===== src/rtl/depth_sequencer.sv =====
// Depth-test sequencer: walks one fragment at a time through an external z-buffer,
// runs depth clears, and guards every z-buffer wait with a watchdog.
// Optional pass/fail statistics are enabled by defining DEPTH_SEQ_STATS_EN.
module depth_sequencer #(
    parameter int X_RES   = 4,
    parameter int Y_RES   = 4,
    parameter int Z_SIZE  = 8,
    parameter int TAG_W   = 16,
    parameter int TIMEOUT = 15,
    localparam int X_W    = $clog2(X_RES),
    localparam int Y_W    = $clog2(Y_RES)
) (
    input  logic              clk_i,
    input  logic              rst_i,
    input  logic              frag_valid_i,
    output logic              frag_ready_o,
    input  logic [X_W-1:0]    frag_x_i,
    input  logic [Y_W-1:0]    frag_y_i,
    input  logic [Z_SIZE-1:0] frag_z_i,
    input  logic [TAG_W-1:0]  frag_tag_i,
    input  logic [2:0]        depth_func_i,
    input  logic              depth_test_en_i,
    input  logic              clear_req_i,
    output logic              clear_busy_o,
    output logic              zb_start_o,
    output logic              zb_flush_o,
    output logic [X_W-1:0]    zb_x_o,
    output logic [Y_W-1:0]    zb_y_o,
    output logic [Z_SIZE-1:0] zb_z_o,
    output logic [2:0]        zb_func_o,
    input  logic              zb_depth_pass_i,
    input  logic              zb_flush_done_i,
    input  logic              zb_done_i,
    output logic              out_valid_o,
    input  logic              out_ready_i,
    output logic [X_W-1:0]    out_x_o,
    output logic [Y_W-1:0]    out_y_o,
    output logic [TAG_W-1:0]  out_tag_o,
    output logic              timeout_err_o
`ifdef DEPTH_SEQ_STATS_EN
    ,
    output logic [31:0]       pass_cnt_o,
    output logic [31:0]       fail_cnt_o
`endif
);

    typedef enum logic [2:0] {
        IDLE, ISSUE, WAIT, RELEASE, OUTPUT, CLEAR, CLEAR_WAIT
    } state_e;

    localparam logic [3:0] WDOG_LAST = 4'(TIMEOUT - 1);

    state_e            state_q, state_d;
    logic [3:0]        wdog_q, wdog_d;
    logic              pend_q, pend_d;
    logic              err_q, err_d;
    logic              pass_q, pass_d;
    logic              flush_done_q;
    logic              accept, clear_go;
    logic [X_W-1:0]    zb_x_q, out_x_q;
    logic [Y_W-1:0]    zb_y_q, out_y_q;
    logic [Z_SIZE-1:0] zb_z_q;
    logic [2:0]        zb_func_q;
    logic [TAG_W-1:0]  out_tag_q;
    logic              unused_flush_done;

    // A clear requested this very cycle already blocks the fragment, so clears win ties.
    assign frag_ready_o  = (state_q == IDLE) && !pend_q && !clear_req_i && !rst_i;
    assign clear_busy_o  = pend_q || (state_q == CLEAR) || (state_q == CLEAR_WAIT);
    assign zb_start_o    = (state_q == ISSUE) || (state_q == WAIT) ||
                           (state_q == CLEAR) || (state_q == CLEAR_WAIT);
    assign zb_flush_o    = (state_q == CLEAR) || (state_q == CLEAR_WAIT);
    assign out_valid_o   = (state_q == OUTPUT);
    assign timeout_err_o = err_q;
    assign zb_x_o        = zb_x_q;
    assign zb_y_o        = zb_y_q;
    assign zb_z_o        = zb_z_q;
    assign zb_func_o     = zb_func_q;
    assign out_x_o       = out_x_q;
    assign out_y_o       = out_y_q;
    assign out_tag_o     = out_tag_q;
    assign unused_flush_done = flush_done_q;

    always_comb begin
        state_d  = state_q;
        wdog_d   = wdog_q;
        pend_d   = pend_q || clear_req_i;
        err_d    = err_q;
        pass_d   = pass_q;
        accept   = 1'b0;
        clear_go = 1'b0;
        case (state_q)
            IDLE: begin
                if (pend_q || clear_req_i) begin
                    state_d  = CLEAR;
                    clear_go = 1'b1;
                    pend_d   = 1'b0;
                    wdog_d   = 4'd0;
                    pass_d   = 1'b0;
                end else if (frag_valid_i) begin
                    accept = 1'b1;
                    if (depth_test_en_i) begin
                        state_d = ISSUE;
                        wdog_d  = 4'd0;
                    end else begin
                        state_d = OUTPUT;
                        pass_d  = 1'b1;
                    end
                end
            end
            ISSUE: begin
                pass_d  = zb_depth_pass_i;
                state_d = WAIT;
            end
            WAIT, CLEAR_WAIT: begin
                if (zb_done_i) begin
                    state_d = RELEASE;
                end else if (wdog_q == WDOG_LAST) begin
                    state_d = RELEASE;
                    err_d   = 1'b1;
                    pass_d  = 1'b0;
                end else begin
                    wdog_d = wdog_q + 4'd1;
                end
            end
            RELEASE: state_d = pass_q ? OUTPUT : IDLE;
            OUTPUT:  if (out_ready_i) state_d = IDLE;
            CLEAR:   state_d = CLEAR_WAIT;
            default: state_d = IDLE;
        endcase
    end

    always_ff @(posedge clk_i) begin
        if (rst_i) begin
            state_q      <= IDLE;
            wdog_q       <= 4'd0;
            pend_q       <= 1'b0;
            err_q        <= 1'b0;
            pass_q       <= 1'b0;
            flush_done_q <= 1'b0;
            zb_x_q       <= '0;
            zb_y_q       <= '0;
            zb_z_q       <= '0;
            zb_func_q    <= '0;
            out_x_q      <= '0;
            out_y_q      <= '0;
            out_tag_q    <= '0;
        end else begin
            state_q <= state_d;
            wdog_q  <= wdog_d;
            pend_q  <= pend_d;
            err_q   <= err_d;
            pass_q  <= pass_d;
            if (clear_go)
                flush_done_q <= 1'b0;
            else if (zb_flush_o && zb_flush_done_i)
                flush_done_q <= 1'b1;
            // Operands only move on a depth-tested accept, so the z-buffer sees a quiet bus on bypass.
            if (accept && depth_test_en_i) begin
                zb_x_q    <= frag_x_i;
                zb_y_q    <= frag_y_i;
                zb_z_q    <= frag_z_i;
                zb_func_q <= depth_func_i;
            end else if (clear_go) begin
                zb_func_q <= 3'd0;
            end
            if (accept) begin
                out_x_q   <= frag_x_i;
                out_y_q   <= frag_y_i;
                out_tag_q <= frag_tag_i;
            end
        end
    end

`ifdef DEPTH_SEQ_STATS_EN
    logic [31:0] pass_cnt_q, fail_cnt_q;
    logic        frag_q;

    assign pass_cnt_o = pass_cnt_q;
    assign fail_cnt_o = fail_cnt_q;

    always_ff @(posedge clk_i) begin
        if (rst_i) begin
            pass_cnt_q <= '0;
            fail_cnt_q <= '0;
            frag_q     <= 1'b0;
        end else begin
            if (accept)
                frag_q <= depth_test_en_i;
            else if (clear_go)
                frag_q <= 1'b0;
            // Bypassed fragments never visit RELEASE, so they are counted at accept.
            if (accept && !depth_test_en_i && !(&pass_cnt_q))
                pass_cnt_q <= pass_cnt_q + 32'd1;
            if (state_q == RELEASE && frag_q) begin
                if (pass_q && !(&pass_cnt_q))
                    pass_cnt_q <= pass_cnt_q + 32'd1;
                else if (!pass_q && !(&fail_cnt_q))
                    fail_cnt_q <= fail_cnt_q + 32'd1;
            end
        end
    end
`endif

endmodule


===== config.mk =====
export PLATFORM = sky130hd
export DESIGN_NAME = depth_sequencer
export DESIGN_NICKNAME = d
export VERILOG_FILES = /design/src/rtl/depth_sequencer.sv
export SDC_FILE = /design/constraint.sdc
export NUM_CORES = 1
export LEC_CHECK = 0
export CORE_ASPECT_RATIO = 1.25
export CORE_MARGIN = 3
export CORE_UTILIZATION = 43
export DETAILED_ROUTE_END_ITERATION = 12
export PLACE_DENSITY_LB_ADDON = 0.08
export SYNTH_ARGS = -nofsm -noshare
export SYNTH_HDL_FRONTEND = slang
export SYNTH_SLANG_ARGS = --single-unit

===== constraint.sdc =====
create_clock -name clk_i -period 3.4 [get_ports clk_i]
set_clock_uncertainty 0.15 [all_clocks]
set_input_delay 1.02 -clock clk_i [delete_from_list [all_inputs] [get_ports clk_i]]
set_output_delay 1.02 -clock clk_i [all_outputs]
set_load 0.01 [all_outputs]

# After elaboration in Yosys (flattened, before gate mapping)
# Index checks and enable logic that the tools add are counted.
# totals
regBits	45
in_bits	40
output_inout_bits	41
elab_cells	80
# classes
n_addsub	1
n_eq_ne	15
n_mux	27
bitwise_logic	1
reduce_logical	24
# op_table
cell	n
2-to-1 mux 3 bit	9
2-to-1 mux 4 bit	5
one-hot mux 3 bit (6 select lines)	1
2-to-1 mux 1 bit	10
AND reduction 5 bit	2
== test 3 bit (second input constant)	3
inequality test 3 x 2 -> 1 bit (second input constant)	3
one-hot mux 4 bit (2 select lines)	1
logical OR 1 bit	7
== test 3 x 2 -> 1 bit (second input constant)	2
inequality test 2 bit (second input constant)	3
AND reduction 3 bit	2
adder 4 x 1 -> 4 bit (second input constant)	1
== test 4 bit (second input constant)	1
logical AND 1 bit	4
nonzero test 2 bit	2
OR reduction 2 bit	2
== test 3 x 1 -> 1 bit (second input constant)	1
zero test 1 bit	3
zero test 3 bit	1
inequality test 3 bit (second input constant)	1
one-hot mux 1 bit (3 select lines)	1
nonzero test 3 bit	1
inequality test 2 x 1 -> 1 bit (second input constant)	1
NOT 1 bit	1

# Depth between registers and ports, before layout
# logic_depth
ltp_word	5
depth_mapped	9
mapped_depth_nobuf	6

# Least setup slack after synthesis
# No wires, ideal clock.
# synth_path
kind	in2out
startpoint	input clear_req_i
endpoint	output frag_ready_o
arrival_time_ns	1.628
t_required_ns	2.230
slack_ns	0.602
cell_stages	2
path_buffers	0
cell_sequence	nor4b_4 -> nor2b_1
# synth_via
elab_chain_cells	3
# synth_lines
element	line	rtl
start, declared	23	input logic clear_req_i,
zero test 1 bit	68	assign frag_ready_o = (state_q == IDLE) && !pend_q && !clear_req_i && !rst_i;
logical AND 1 bit (2 in a row)	68	
end, declared	16	output logic frag_ready_o,
# No other way between the ends.

# Final worst setup path
# Same ends and word-level chain as after synthesis.

==> flow_metrics.py <==
metrics = {
    "route": {
        "wl_met1_um": 2161,
        "vias_per_cell": 5.008,
        "antenna_left": 0,
        "met3_length_um": 291,
        "routedWlPerCell_um": 13.13,
        "drc": 0,
        "drt_pass1_iterations": 4,
        "totalWireLength_um": 5042,
        "vias": 1923,
        "wl_met2_um": 2506,
        "top_layer": "met4",
        "drtIter0Drc": 111,
    },
    "timing": {
        "fmax_mhz": 311.8,
        "report.final.slew_viol_count": 0,
        "rsz0062_at_grt": "no",
        "slew_headroom_pct": 56.26,
        "timing.final.crit_share_pct": 94.32,
        "min_period_ns": 3.207,
        "timing.hold.ws_ns": 0.3060,
        "timing.final.ws_setup_ns": 0.1931,
        "tightest_slew_ns": 0.6545,
        "setup_violations": 0,
        "hold_violations": 0,
        "finalSetupTns_ns": 0,
    },
    "die": {
        "core_um2": 4459,
        "die_h_um": 82.67,
        "die_w_um": 67.34,
        "start_util_pct": 45.34,
        "num_rows": 27,
        "io_pins": 81,
        "dieArea_um2": 5566,
    },
    "pwr": {
        "p_per_area_nw_per_um2": 562.1,
        "internal-power_mw": 1.122,
        "power_frac_comb_pct": 36.6,
        "total_power_mw": 1.654,
        "p_leak_nw": 1.039,
        "p_seq_share_pct": 38.8,
        "p_clk_share_pct": 24.7,
        "p_sw_share_pct": 32.14,
        "p_sw_uw": 531.5,
        "irDropWorstVdd_v": 0.0003451,
    },
    "cts": {
        "tritoncts": "built",
        "cts-buffers-inserted": 5,
        "cts_hold_buf": 0,
        "cts_buffer_depth": 2,
        "clock_latency_ns": 0.30,
        "cts.clk_slew.worst_paths_ns": 0.09,
        "cts.sinks": 45,
        "cts-root-buf": "clkbuf_8",
        "cts_max_level": 2,
    },
    "worst_setup_path": {
        "cp_max_fo": 2,
        "slowest_delay_ns": 0.45,
        "slowest_stage": "clkdlybuf4s50_1",
        "critPathBufInv": 2,
        "arrival_ns": 2.04,
        "path_delay_family": "buffers and inverters",
        "worstSetupEndpointType": "primary output",
        "worstSetupStartpointType": "primary input",
        "crit_type": "primary input to primary output",
        "worstPathCellList": "clkdlybuf4s50_1 > nor4b_4 > nor2b_1 > clkbuf_2",
        "required_ns": 2.23,
    },
    "logic_synthesis": {
        "syn_avg_cell_area_um2": 8.153,
        "ys_ff_latch": 45,
        "async_flop_share_pct": 0,
        "synth_top_cell_area_share_pct": 44.55,
        "yosysWarnings": 0,
        "synthTopCellsByCount": "nand2_1 (57), dfxtp_1 (45), a21oi_1 (43)",
        "seq_area_frac_synth_pct": 44.55,
        "syn_area_um2": 2022,
        "synth_top_area_cell": "dfxtp_1",
        "synthCells": 248,
        "ys_top_cells_by_area": "dfxtp_1 (45%), a21oi_1 (11%), nand2_1 (11%), nand3_1 (5.0%), ha_1 (3.7%)",
        "yosysMostFrequentCell": "nand2_1",
        "syn-num-nets": 294,
        "synth-edff-count": 0,
        "synth_top_flop_cell": "dfxtp_1",
        "ys_types": 37,
    },
    "finish": {
        "fin_cells": 384,
        "drive_gt1_share_pct": 7.362,
        "nets": 371,
        "synthToLayoutAreaGrowth_pct": 45.48,
        "stdcell_area_um2": 2942,
        "seq_area_um2": 900.9,
        "nFillCells": 420,
        "final_core_util_pct": 65.97,
        "multi_input_area_um2": 980.9,
        "diodes": 0,
    },
    "global_routing": {
        "grt_pass1_wl_um": 8059,
        "gr-total-overflow": 0,
        "grt_start_max_net_pins": 49,
        "grt_pass1_vias": 1756,
        "antenna_found_initial": 0,
        "grtUsageTotal_pct": 18.73,
    },
    "flow_run": {
        "cap_violations": 0,
    },
    "min_path": {
        "holdCritPathClass": "register to register",
    },
    "placed_design": {
        "place_area_um2": 2831,
        "io_buffers": 79,
        "gp_congestion": 0.8448,
        "dp_cells": 376,
        "hpwlAfterDp_um": 3574,
        "place_ws_ns": -0.2137,
    },
    "run_status": {
        "status": "finished, final reports clean",
    },
}
==> per-layer routing <==
metal	vias to the layer above	GRT usage [%]
li1	998	-
met1	872	21.58
met2	47	33.24
met3	6	4.195
met4	0	7.302
met5	-	0
==> repair_timing <==
action,CTS,global route
setup buffers,0,0
endpoints found under the setup margin,1,1
gates resized for setup,1,2
==> registers in the layout, indices dropped and copies added (netlist names) <==
signal	flops
out_tag_o	16
zb_z_o	8
wdog_q	4
state_q	3
zb_func_o	3
out_x_o	2
out_y_o	2
zb_x_o	2
zb_y_o	2
pass_q	1
pend_q	1
timeout_err_o	1
==> layout by cell type (no fill, tap or decap), types with 2 or more instances in the layout <==
master           instances
nor4_1                   2
dfxtp_1                 45
o32ai_1                  3
nor2_1                   8
nand3_1                 20
nand2_1                 57
ha_1                     6
a311oi_1                 2
buf_4                    8
inv_1                    7
clkdlybuf4s50_1         78
clkbuf_8                 5
o21ai_0                  7
and2_1                   2
a22o_1                   2
a21oi_1                 43
nand4_1                  2
nor2b_1                  4
mux2i_1                  2
nand2b_1                 5
==> tightest hold or removal path, cell delays in order, from the launching register on <==
cell and delay [ns]:
dfxtp_1 0.32, nand2_1 0.05, a21oi_1 0.05
==> kinds of logic (layout without fill, tap and decap cells) <==
kind of cell | after synthesis | after routing | synth area share [%]
AOI/OAI and AO/OA | 62 | 62 | 17.82
adders and majority gates | 6 | 6 | 3.713
buffers and inverters | 24 | 102 | 6.930
DFF | 45 | 45 | 44.55
muxes | 3 | 3 | 1.547
and+or+nand+nor | 108 | 108 | 25.43
==> worst paths after layout <==
kind          startpoint            to  slack [ns]  depth (start not counted)
min            zb_y_o[1]     zb_y_o[1]        0.31                          2
max          clear_req_i  frag_ready_o        0.19                          4
max reg2reg   state_q[0]     wdog_q[3]        1.38                          7
min reg2reg    zb_y_o[1]     zb_y_o[1]        0.31                          2
==> power by group through the flow <==
stage / Sequential [mW] / Combinational, mW / Clock [mW]
6_report: 0.641 / 0.605 / 0.408
5_1_grt: 0.649 / 0.671 / 0.441
3_3_place_gp: 0.651 / 0.602 / 0
3_5_place_dp: 0.653 / 0.607 / 0
2_1_floorplan: 0.656 / 0.379 / 0
4_1_cts: 0.641 / 0.610 / 0.417
==> layout make-up <==
type / count / share of cell area (%)
well taps: 58 / 2.467
flip-flops and latches: 45 / 30.63
multi-input cells: 179 / 33.35
clock inverters: 3 / 1.574
inverters: 7 / 0.8932
repair buffers: 87 / 28.75
clock buffers: 5 / 2.339
Note: power is estimated with default switching activity, not from simulation.
